--- src/rtl/lsu_align.sv ---
// Load/store alignment unit: byte/half/word requests -> word-addressed accesses with strobes.
// Define LSU_MISALIGNED_SPLIT_EN to split word-crossing accesses; otherwise misaligned ones error.
module lsu_align #(
  parameter int unsigned ADDR_W = 10
) (
  input  logic              clk,
  input  logic              rst_n,
  input  logic              req_valid,
  output logic              req_ready,
  input  logic              req_we,
  input  logic [1:0]        req_size,
  input  logic              req_unsigned,
  input  logic [31:0]       req_addr,
  input  logic [31:0]       req_wdata,
  output logic              rsp_valid,
  output logic [31:0]       rsp_rdata,
  output logic              rsp_err,
  output logic              mem_read,
  output logic              mem_write,
  output logic [ADDR_W-1:0] mem_addr,
  output logic [3:0]        mem_wstrb,
  output logic [31:0]       mem_wdata,
  input  logic [31:0]       mem_rdata
);

  typedef enum logic [1:0] {StIdle, StAcc0, StAcc1, StResp} state_e;

  state_e              r_state, w_state_d;
  logic                r_live;
  logic [ADDR_W-1:0]   r_waddr;
  logic [1:0]          r_off;
  logic [1:0]          r_size;
  logic                r_we;
  logic                r_uns;
  logic [31:0]         r_wdata;
  logic                r_err;

  logic                w_req_err;
  logic                w_split;
  logic [3:0]          w_base;
  logic [7:0]          w_mask8;
  logic [63:0]         w_wsh;
  logic [63:0]         w_ld64;
  logic [31:0]         w_ld;
  logic [31:0]         w_ext;
  logic                w_unused_addr;

  assign w_unused_addr = ^req_addr[31:ADDR_W+2];

  always_comb begin
    w_req_err = (req_size == 2'b11);
`ifdef LSU_MISALIGNED_SPLIT_EN
`else
    if (req_size == 2'b01 && req_addr[0])          w_req_err = 1'b1;
    if (req_size == 2'b10 && req_addr[1:0] != 2'b00) w_req_err = 1'b1;
`endif
  end

  always_comb begin
    case (r_size)
      2'b00:   w_base = 4'b0001;
      2'b01:   w_base = 4'b0011;
      default: w_base = 4'b1111;
    endcase
  end

  assign w_mask8 = {4'b0000, w_base} << r_off;
  assign w_wsh   = {32'h0, r_wdata} << {r_off, 3'b000};

`ifdef LSU_MISALIGNED_SPLIT_EN
  logic [31:0] r_lo;
  logic [2:0]  w_bytes;

  assign w_bytes = (r_size == 2'b00) ? 3'd1 : (r_size == 2'b01) ? 3'd2 : 3'd4;
  assign w_split = ({1'b0, r_off} + w_bytes) > 3'd4;
  assign w_ld64  = w_split ? {mem_rdata, r_lo} : {32'h0, mem_rdata};

  always_ff @(posedge clk or negedge rst_n) begin
    if (!rst_n) begin
      r_lo <= 32'h0;
    end else if (r_state == StAcc1) begin
      r_lo <= mem_rdata;
    end
  end
`else
  logic w_unused_hi;

  assign w_split     = 1'b0;
  assign w_ld64      = {32'h0, mem_rdata};
  assign w_unused_hi = ^{w_mask8[7:4], w_wsh[63:32]};
`endif

  assign w_ld = 32'(w_ld64 >> {r_off, 3'b000});

  always_comb begin
    case (r_size)
      2'b00:   w_ext = {{24{w_ld[7] & ~r_uns}}, w_ld[7:0]};
      2'b01:   w_ext = {{16{w_ld[15] & ~r_uns}}, w_ld[15:0]};
      default: w_ext = w_ld;
    endcase
  end

  always_comb begin
    w_state_d = r_state;
    req_ready = 1'b0;
    rsp_valid = 1'b0;
    rsp_rdata = 32'h0;
    rsp_err   = 1'b0;
    mem_read  = 1'b0;
    mem_write = 1'b0;
    mem_addr  = '0;
    mem_wstrb = 4'b0000;
    mem_wdata = 32'h0;
    case (r_state)
      StIdle: begin
        req_ready = r_live;
        if (req_valid && r_live) w_state_d = w_req_err ? StResp : StAcc0;
      end
      StAcc0: begin
        mem_addr = r_waddr;
        if (r_we) begin
          mem_write = 1'b1;
          mem_wstrb = w_mask8[3:0];
          mem_wdata = w_wsh[31:0];
        end else begin
          mem_read = 1'b1;
        end
        w_state_d = w_split ? StAcc1 : StResp;
      end
`ifdef LSU_MISALIGNED_SPLIT_EN
      StAcc1: begin
        mem_addr = r_waddr + ADDR_W'(1);
        if (r_we) begin
          mem_write = 1'b1;
          mem_wstrb = w_mask8[7:4];
          mem_wdata = w_wsh[63:32];
        end else begin
          mem_read = 1'b1;
        end
        w_state_d = StResp;
      end
`endif
      StResp: begin
        rsp_valid = 1'b1;
        rsp_err   = r_err;
        if (!r_we && !r_err) rsp_rdata = w_ext;
        w_state_d = StIdle;
      end
      default: w_state_d = StIdle;
    endcase
  end

  // r_live holds req_ready low until the first edge after reset release.
  always_ff @(posedge clk or negedge rst_n) begin
    if (!rst_n) begin
      r_state <= StIdle;
      r_live  <= 1'b0;
      r_waddr <= '0;
      r_off   <= 2'b00;
      r_size  <= 2'b00;
      r_we    <= 1'b0;
      r_uns   <= 1'b0;
      r_wdata <= 32'h0;
      r_err   <= 1'b0;
    end else begin
      r_live  <= 1'b1;
      r_state <= w_state_d;
      if (r_state == StIdle && req_valid && r_live) begin
        r_waddr <= req_addr[ADDR_W+1:2];
        r_off   <= req_addr[1:0];
        r_size  <= req_size;
        r_we    <= req_we;
        r_uns   <= req_unsigned;
        r_wdata <= req_wdata;
        r_err   <= w_req_err;
      end
    end
  end

endmodule

--- config.mk ---
export PLATFORM = sky130hd
export DESIGN_NAME = lsu_align
export DESIGN_NICKNAME = d
export VERILOG_FILES = /design/src/rtl/lsu_align.sv
export SDC_FILE = /design/constraint.sdc
export NUM_CORES = 1
export LEC_CHECK = 0
export BUFFER_PORTS_ARGS = -buffer_cell sky130_fd_sc_hd__buf_2
export CAP_MARGIN = 0
export CORE_ASPECT_RATIO = 0.7
export CORE_MARGIN = 2
export CORE_UTILIZATION = 30
export DETAILED_ROUTE_END_ITERATION = 6
export PLACE_DENSITY = 0.68
export SLEW_MARGIN = 20
export SYNTH_ARGS = -nofsm -noshare
export SYNTH_HDL_FRONTEND = slang
export SYNTH_SLANG_ARGS = --single-unit
--- constraint.sdc ---
create_clock -name clk -period 1.9 [get_ports clk]
set_clock_uncertainty 0.1 [all_clocks]
set_input_delay 0.38 -clock clk [delete_from_list [all_inputs] [get_ports clk]]
set_output_delay 0.38 -clock clk [all_outputs]
set_load 0.02 [all_outputs]
==> impl_metrics.csv, run 1 <==
group,metric,value,unit
outcome,status,"complete, but fails checks",
outcome,violations,"setup timing",
critical_path,cp.arrival,1.89,ns
drt,drc,0,
floorplanning,die_w,132,um
placed_design,dpl_cell_area,5030,um^2
sta,hold_viol_final,0,
synthesis,async_flop_share,100,%
sta,slew_viol_final,0,
drt,ant_nets,0,
global_routing,overflow,0,
drt,dr_total_vias,3536,
synthesis,ys_ff_latch,52,
synthesis,synth_simple_gate_area_share,12.6,%
hold_path,hold_path_class,"input port to register",
synthesis,syn_inst,324,
floorplanning,start_util,31.1,%
placed_design,numPortBuffers,165,
synthesis,synth_area_per_cell,10.7,um^2
synthesis,synth_top_area_cell,"dfrtp_1",
cells_and_area,layout.nets,638,
synthesis,synth_top_family_by_area,"multiplexers",
sta,rsz0062_at_grt,"true",
drt,firstDrtPassIters,4,
pwr,cellPowerDensity,1580,nW/um^2
cells_and_area,drive_above_1_share,71.8,%
clock_network,cts_inserted_buffers,5,
drt,routed_wirelength,13.1,mm
floorplanning,ioPinCount,186,
sta,finalWorstPathRequiredPeriod,2.37,ns
job,maxCapViolations,0,
critical_path,cp-start-kind,"register",
cells_and_area,antenna_cells,0,
floorplanning,die_y,93.8,um
synthesis,ys_top_cells_by_area,"dfrtp_1 (38%), mux2_2 (19%), mux2i_1 (9.0%), a211oi_1 (5.4%), and2_1 (3.4%)",
synthesis,yosys_warnings,0,
synthesis,netlist_area,3460,um^2
synthesis,synthAdderAreaFrac,0,%
floorplanning,die_area,12400,um^2
synthesis,synth_compound_gate_area_share,15.8,%
drt,drt_iter0_markers,102,
clock_network,clkLatencyLatePin,0.29,ns
sta,fin_crit_sh,125,%
critical_path,required,1.42,ns
synthesis,synth-main-ff-cell,"dfrtp_1",
synthesis,yosys.area.top_type_share,37.6,%
sta,clock.fmax,0.423,GHz
global_routing,first_global_vias,3559,
synthesis,yosysSeqAreaShare,37.6,%
synthesis,synth_fp_nets,427,
critical_path,path_max_fanout,11,
clock_network,cts_tree,"built",
pwr,ir_worst_vdd,0.724,mV
placed_design,place_congestion,0.851,
clock_network,clock_path_buffers,2,
clock_network,htreeDepth,2,
floorplanning,row_count,32,
synthesis,synth_edf_count,0,
global_routing,grt_max_degree,53,
sta,fin_ws,-0.466,ns
global_routing,antenna_found_initial,0,
cells_and_area,area_growth,83.1,%
sta,setup_viol,112,
pwr,p_leak,2.95,nW
drt,wl_per_cell,19.0,um
placed_design,place_hpwl,8.43,mm
synthesis,yosysUniqueCellTypes,39,
synthesis,synthXorXnorAreaFrac,0.253,%
critical_path,setup.worst_path.class,"register to primary output",
global_routing,grt_usage,18.7,%
clock_network,numClockSinks,52,
synthesis,synth.mux.area_fraction,28.2,%
cells_and_area,stdcell_area,6330,um^2
clock_network,cts-root-buf,"clkbuf_16",
floorplanning,core,11100,um^2
global_routing,grt_pass1_wl,18.7,mm
cells_and_area,fin_util,56.9,%
drt,via_per_inst,5.13,
critical_path,crit_path_end_kind,"primary output",
clock_network,clk_pin_slew_worst_paths,0.07,ns
==> final cells by class <==
| class | count | area (um^2) |
|---|---|---|
| clock buffers | 8 | 156 |
| fillers | 972 | 4800 |
| inverters | 4 | 21.3 |
| multi-input cells | 238 | 2720 |
| flip-flops and latches | 52 | 1300 |
| well taps | 153 | 191 |
| repair buffers | 234 | 1940 |
==> report_power, final <==
part	switching [mW]	internal, mW	leakage, nW
Clock	0.402	0.562	0.0772
Combinational	3.21	3.63	2.26
Sequential	0.511	1.67	0.614
==> path summary, 6_finish.rpt <==
path | from | endpoint | slack, ns | cells past startpoint
worst max-delay path | r_off[1]$_DFFE_PN0P_ | rsp_rdata[12] | -0.47 | 6
worst min-delay path | req_wdata[22] | r_wdata[22]$_DFFE_PN0P_ | 0.22 | 2
worst max register to register | r_state[1]$_DFFE_PN0P_ | r_wdata[19]$_DFFE_PN0P_ | -0.03 | 7
worst min register to register | r_waddr[1]$_DFFE_PN0P_ | r_waddr[1]$_DFFE_PN0P_ | 0.40 | 1
max in group asynchronous | rst_n | r_wdata[13]$_DFFE_PN0P_ | 0.93 | 3
min in group asynchronous | rst_n | r_state[1]$_DFFE_PN0P_ | 0.51 | 3
==> cells in the final DEF (no fill, tap or decap), types with 9 or more instances in the layout <==
master	count
mux2i_1	24
buf_6	35
nor2_4	9
mux2_4	55
buf_2	113
buf_4	61
a211oi_2	18
dfrtp_1	50
and2_1	18
buf_12	12
clkbuf_16	9
nor2_1	17
==> synthesized netlist by cell type (3+ instances only) <==
cell and count:
or3_1 3, a221oi_1 8, nor3_1 9, a211oi_1 25
inv_1 4, o22ai_1 6, clkbuf_1 10, nor2b_1 11
a21oi_1 4, o2bb2ai_1 8, mux2i_1 31, buf_2 12
and2_1 19, buf_4 6, mux2_2 57, nor2_1 28
a2bb2oi_1 8, dfrtp_1 52
==> routing by layer <==
layer  routed length, um  global-route usage [%]  share of wire (%)  up-vias
li1                    -                       -                  -     1622
met1                6000                    24.9                 46     1789
met2                6250                    31.3                 48      115
met3                 768                    5.02                5.9       10
met4                  78                    2.42               0.60        0
met5                   0                       0                  0        -
==> cells by family (layout without fill, tap and decap cells) <==
| logic type | count (synthesis) | in the layout |
|---|---|---|
| mux | 89 | 89 |
| simple gates | 79 | 80 |
| other cells | 1 | 1 |
| flops | 52 | 52 |
| buf+inv | 35 | 246 |
| xor+xnor | 1 | 1 |
| compound gates | 67 | 67 |
==> through the flow <==
step | hold WS, ns | power [mW] | cells | worst slack (ns) | setup TNS, ns
after global placement | 0.292 | 6.99 | 654 | -0.154 | -5.15
after global routing | 0.216 | 10.5 | 689 | -0.539 | -33.83
after floorplan | -0.0156 | 5.49 | 324 | -0.167 | -3.22
final | 0.219 | 9.99 | 689 | -0.466 | -26.55
after detailed placement | 0.300 | 7.14 | 654 | -0.191 | -5.96
after CTS | 0.217 | 9.17 | 677 | -0.490 | -26.09
==> timing repair <==
item	CTS	global route
gates resized for setup	101	114
setup endpoints to repair	80	117
gates cloned	5	7
pin swaps	7	10
setup buffers	9	9
hold endpoints to repair	26	0
hold buffers	1	0
==> registers in the layout (all words and copies together) (netlist names) <==
name     cells
r_off        2
r_we         1
r_size       2
r_uns        1
r_state      2
r_waddr     10
r_wdata     32
r_live       1
r_err        1
==> critical path, stage by stage, from the launching register on <==
cell and delay (ns):
dfrtp_2 0.46, buf_4 0.16, buf_8 0.15, mux2_4 0.32, a221oi_2 0.27, nor3_2 0.08, buf_4 0.16
Note: power is estimated with default switching activity, not from simulation.
==> inputs of run 2 (changes only) <==
--- a/config.mk
+++ b/config.mk
@@ -12,6 +12,7 @@
 export CORE_UTILIZATION = 30
 export DETAILED_ROUTE_END_ITERATION = 6
 export PLACE_DENSITY = 0.68
+export SKIP_CTS_REPAIR_TIMING = 1
 export SLEW_MARGIN = 20
 export SYNTH_ARGS = -nofsm -noshare
 export SYNTH_HDL_FRONTEND = slang
==> run 2 against run 1 <==
  * The run still ends with setup timing left
  * Count of clock-buffer cells in the layout unchanged
  * Hold slack improved by 0.0029 ns
  * Non-clock buffer count decreased by 21
  * First-iteration DRC count fell by 15%
  * Critical path type unchanged
  * Largest power group unchanged
==> impl_metrics.csv, run 2 (same netlist as run 1, synthesis figures left out) <==
group,metric,value,unit
pwr,fin_total_pwr,8.69,mW
placed_design,place_ws,-0.191,ns
sta,setup_viol,80,
critical_path,setup.worst_path.class,"register to primary output",
drt,drt_iter0_markers,87,
drt,firstDrtPassIters,4,
hold_path,holdPathStages,2,
global_routing,grt_util_met2,27.7,%
drt,ant_nets,0,
drt,dr_total_vias,3375,
sta,fin_crit_sh,127,%
cells_and_area,layout.nets,617,
placed_design,dp.cells,654,
sta,clock.fmax,0.415,GHz
drt,routed_wirelength,11.4,mm
sta,fin_ws,-0.508,ns
critical_path,crit_start,"r_off[1]$_DFFE_PN0P_",
cells_and_area,largest_register_ff_count,32,
placed_design,place_congestion,0.851,
cells_and_area,drive_above_1_share,67.4,%
sta,rsz0062_at_grt,"true",
cells_and_area,final_common_cell,"buf_2",
critical_path,r2r-start,"r_state[1]$_DFFE_PN0P_",
cells_and_area,most-common-layout-cells,"buf_2 (132), mux2_2 (55), dfrtp_1 (50), buf_4 (45), nor2_1 (25)",
placed_design,numPortBuffers,165,
global_routing,met3_usage,4.64,%
global_routing,grt_max_degree,53,
pwr,ir_worst_vdd,0.705,mV
floorplanning,die_w,132,um
hold_path,worstHoldEndpoint,"r_wdata[18]$_DFFE_PN0P_",
clock_network,cts_tree,"built",
clock_network,clkLatencyLatePin,0.29,ns
cells_and_area,area_growth,62.2,%
critical_path,required,1.42,ns
global_routing,antenna_found_initial,0,
global_routing,grt_pass1_wl,17.1,mm
sta,finalWorstPathRequiredPeriod,2.41,ns
critical_path,reg2reg_to,"r_wdata[15]$_DFFE_PN0P_",
sta,whs,0.222,ns
floorplanning,start_util,31.1,%
floorplanning,die_y,93.8,um
global_routing,busiest_layer,"met2",
sta,hold_viol_final,0,
placed_design,place_hpwl,8.43,mm
critical_path,cp-start-kind,"register",
floorplanning,die_area,12400,um^2
floorplanning,row_count,32,
hold_path,hold_path_class,"input port to register",
clock_network,numClockSinks,52,
critical_path,path_max_fanout,16,
critical_path,cp.arrival,1.93,ns
floorplanning,core,11100,um^2
critical_path,reg2reg_slack,0.05,ns
cells_and_area,fin_util,50.4,%
hold_path,min-delay-start,"req_wdata[18]",
floorplanning,ioPinCount,186,
global_routing,overflow,0,
drt,drc,0,
cells_and_area,antenna_cells,0,
clock_network,clock_path_buffers,2,
outcome,violations,"setup timing",
global_routing,first_global_vias,3340,
sta,slew_viol_final,0,
job,maxCapViolations,0,
critical_path,r2r_cells,6,
drt,via_per_inst,5.05,
drt,wl_per_cell,17.0,um
clock_network,htreeDepth,2,
critical_path,crit_path_end_kind,"primary output",
cells_and_area,top_register,"r_wdata",
cells_and_area,fin_cells,668,
outcome,status,"complete, but fails checks",
global_routing,grt_usage,16.9,%
clock_network,clk_pin_slew_worst_paths,0.07,ns
clock_network,cts_inserted_buffers,5,
cells_and_area,largestRegisters,"r_wdata (32), r_waddr (10)",
global_routing,grt_use_met1,23.0,%
pwr,cellPowerDensity,1550,nW/um^2
pwr,p_leak,2.59,nW
clock_network,cts-root-buf,"clkbuf_16",
-- run 2: worst max-delay path by stage --
stage                          endpoint  slack [ns]  cells after the start
after global placement    rsp_rdata[16]       -0.15                      6
after CTS                  mem_wdata[7]       -0.53                      5
after floorplan           rsp_rdata[22]       -0.17                      6
final                     rsp_rdata[22]       -0.51                      5
after detailed placement  rsp_rdata[22]       -0.19                      6
after global routing      rsp_rdata[22]       -0.57                      5
-- run 2: per-layer routing --
layer / vias up / share of wire [%] / wire, um
met5: - / 0 / 0
met4: 0 / 1.1 / 121
met3: 10 / 5.8 / 662
met2: 95 / 47 / 5400
met1: 1687 / 46 / 5200
li1: 1583 / - / -
-- run 2: layout make-up --
class,count,area [um^2]
flip-flops and latches,52,1300
fillers,1064,5520
well taps,153,191
repair buffers,213,1520
inverters,4,15.0
multi-input cells,238,2420
clock buffers,8,156
-- run 2: through the flow --
stage                     cell area [um^2]  setup TNS (ns)
after CTS                             5190          -27.71
after global routing                  5610          -31.94
final                                 5610          -25.68
after global placement                5030           -5.15
after floorplan                       3760           -3.22
after detailed placement              5030           -5.96
-- run 2: worst max-delay path, cell delays in order, from the launching register on --
cell and delay [ns]:
dfrtp_2 0.47, mux2_4 0.35, a221oi_4 0.33, buf_12 0.22, o22ai_2 0.10, buf_2 0.17
-- run 2: where the power goes --
part           switching (mW)  internal, mW
Sequential              0.492          1.67
Clock                   0.390         0.562
Combinational            2.81          2.77
Total                    3.69          5.00
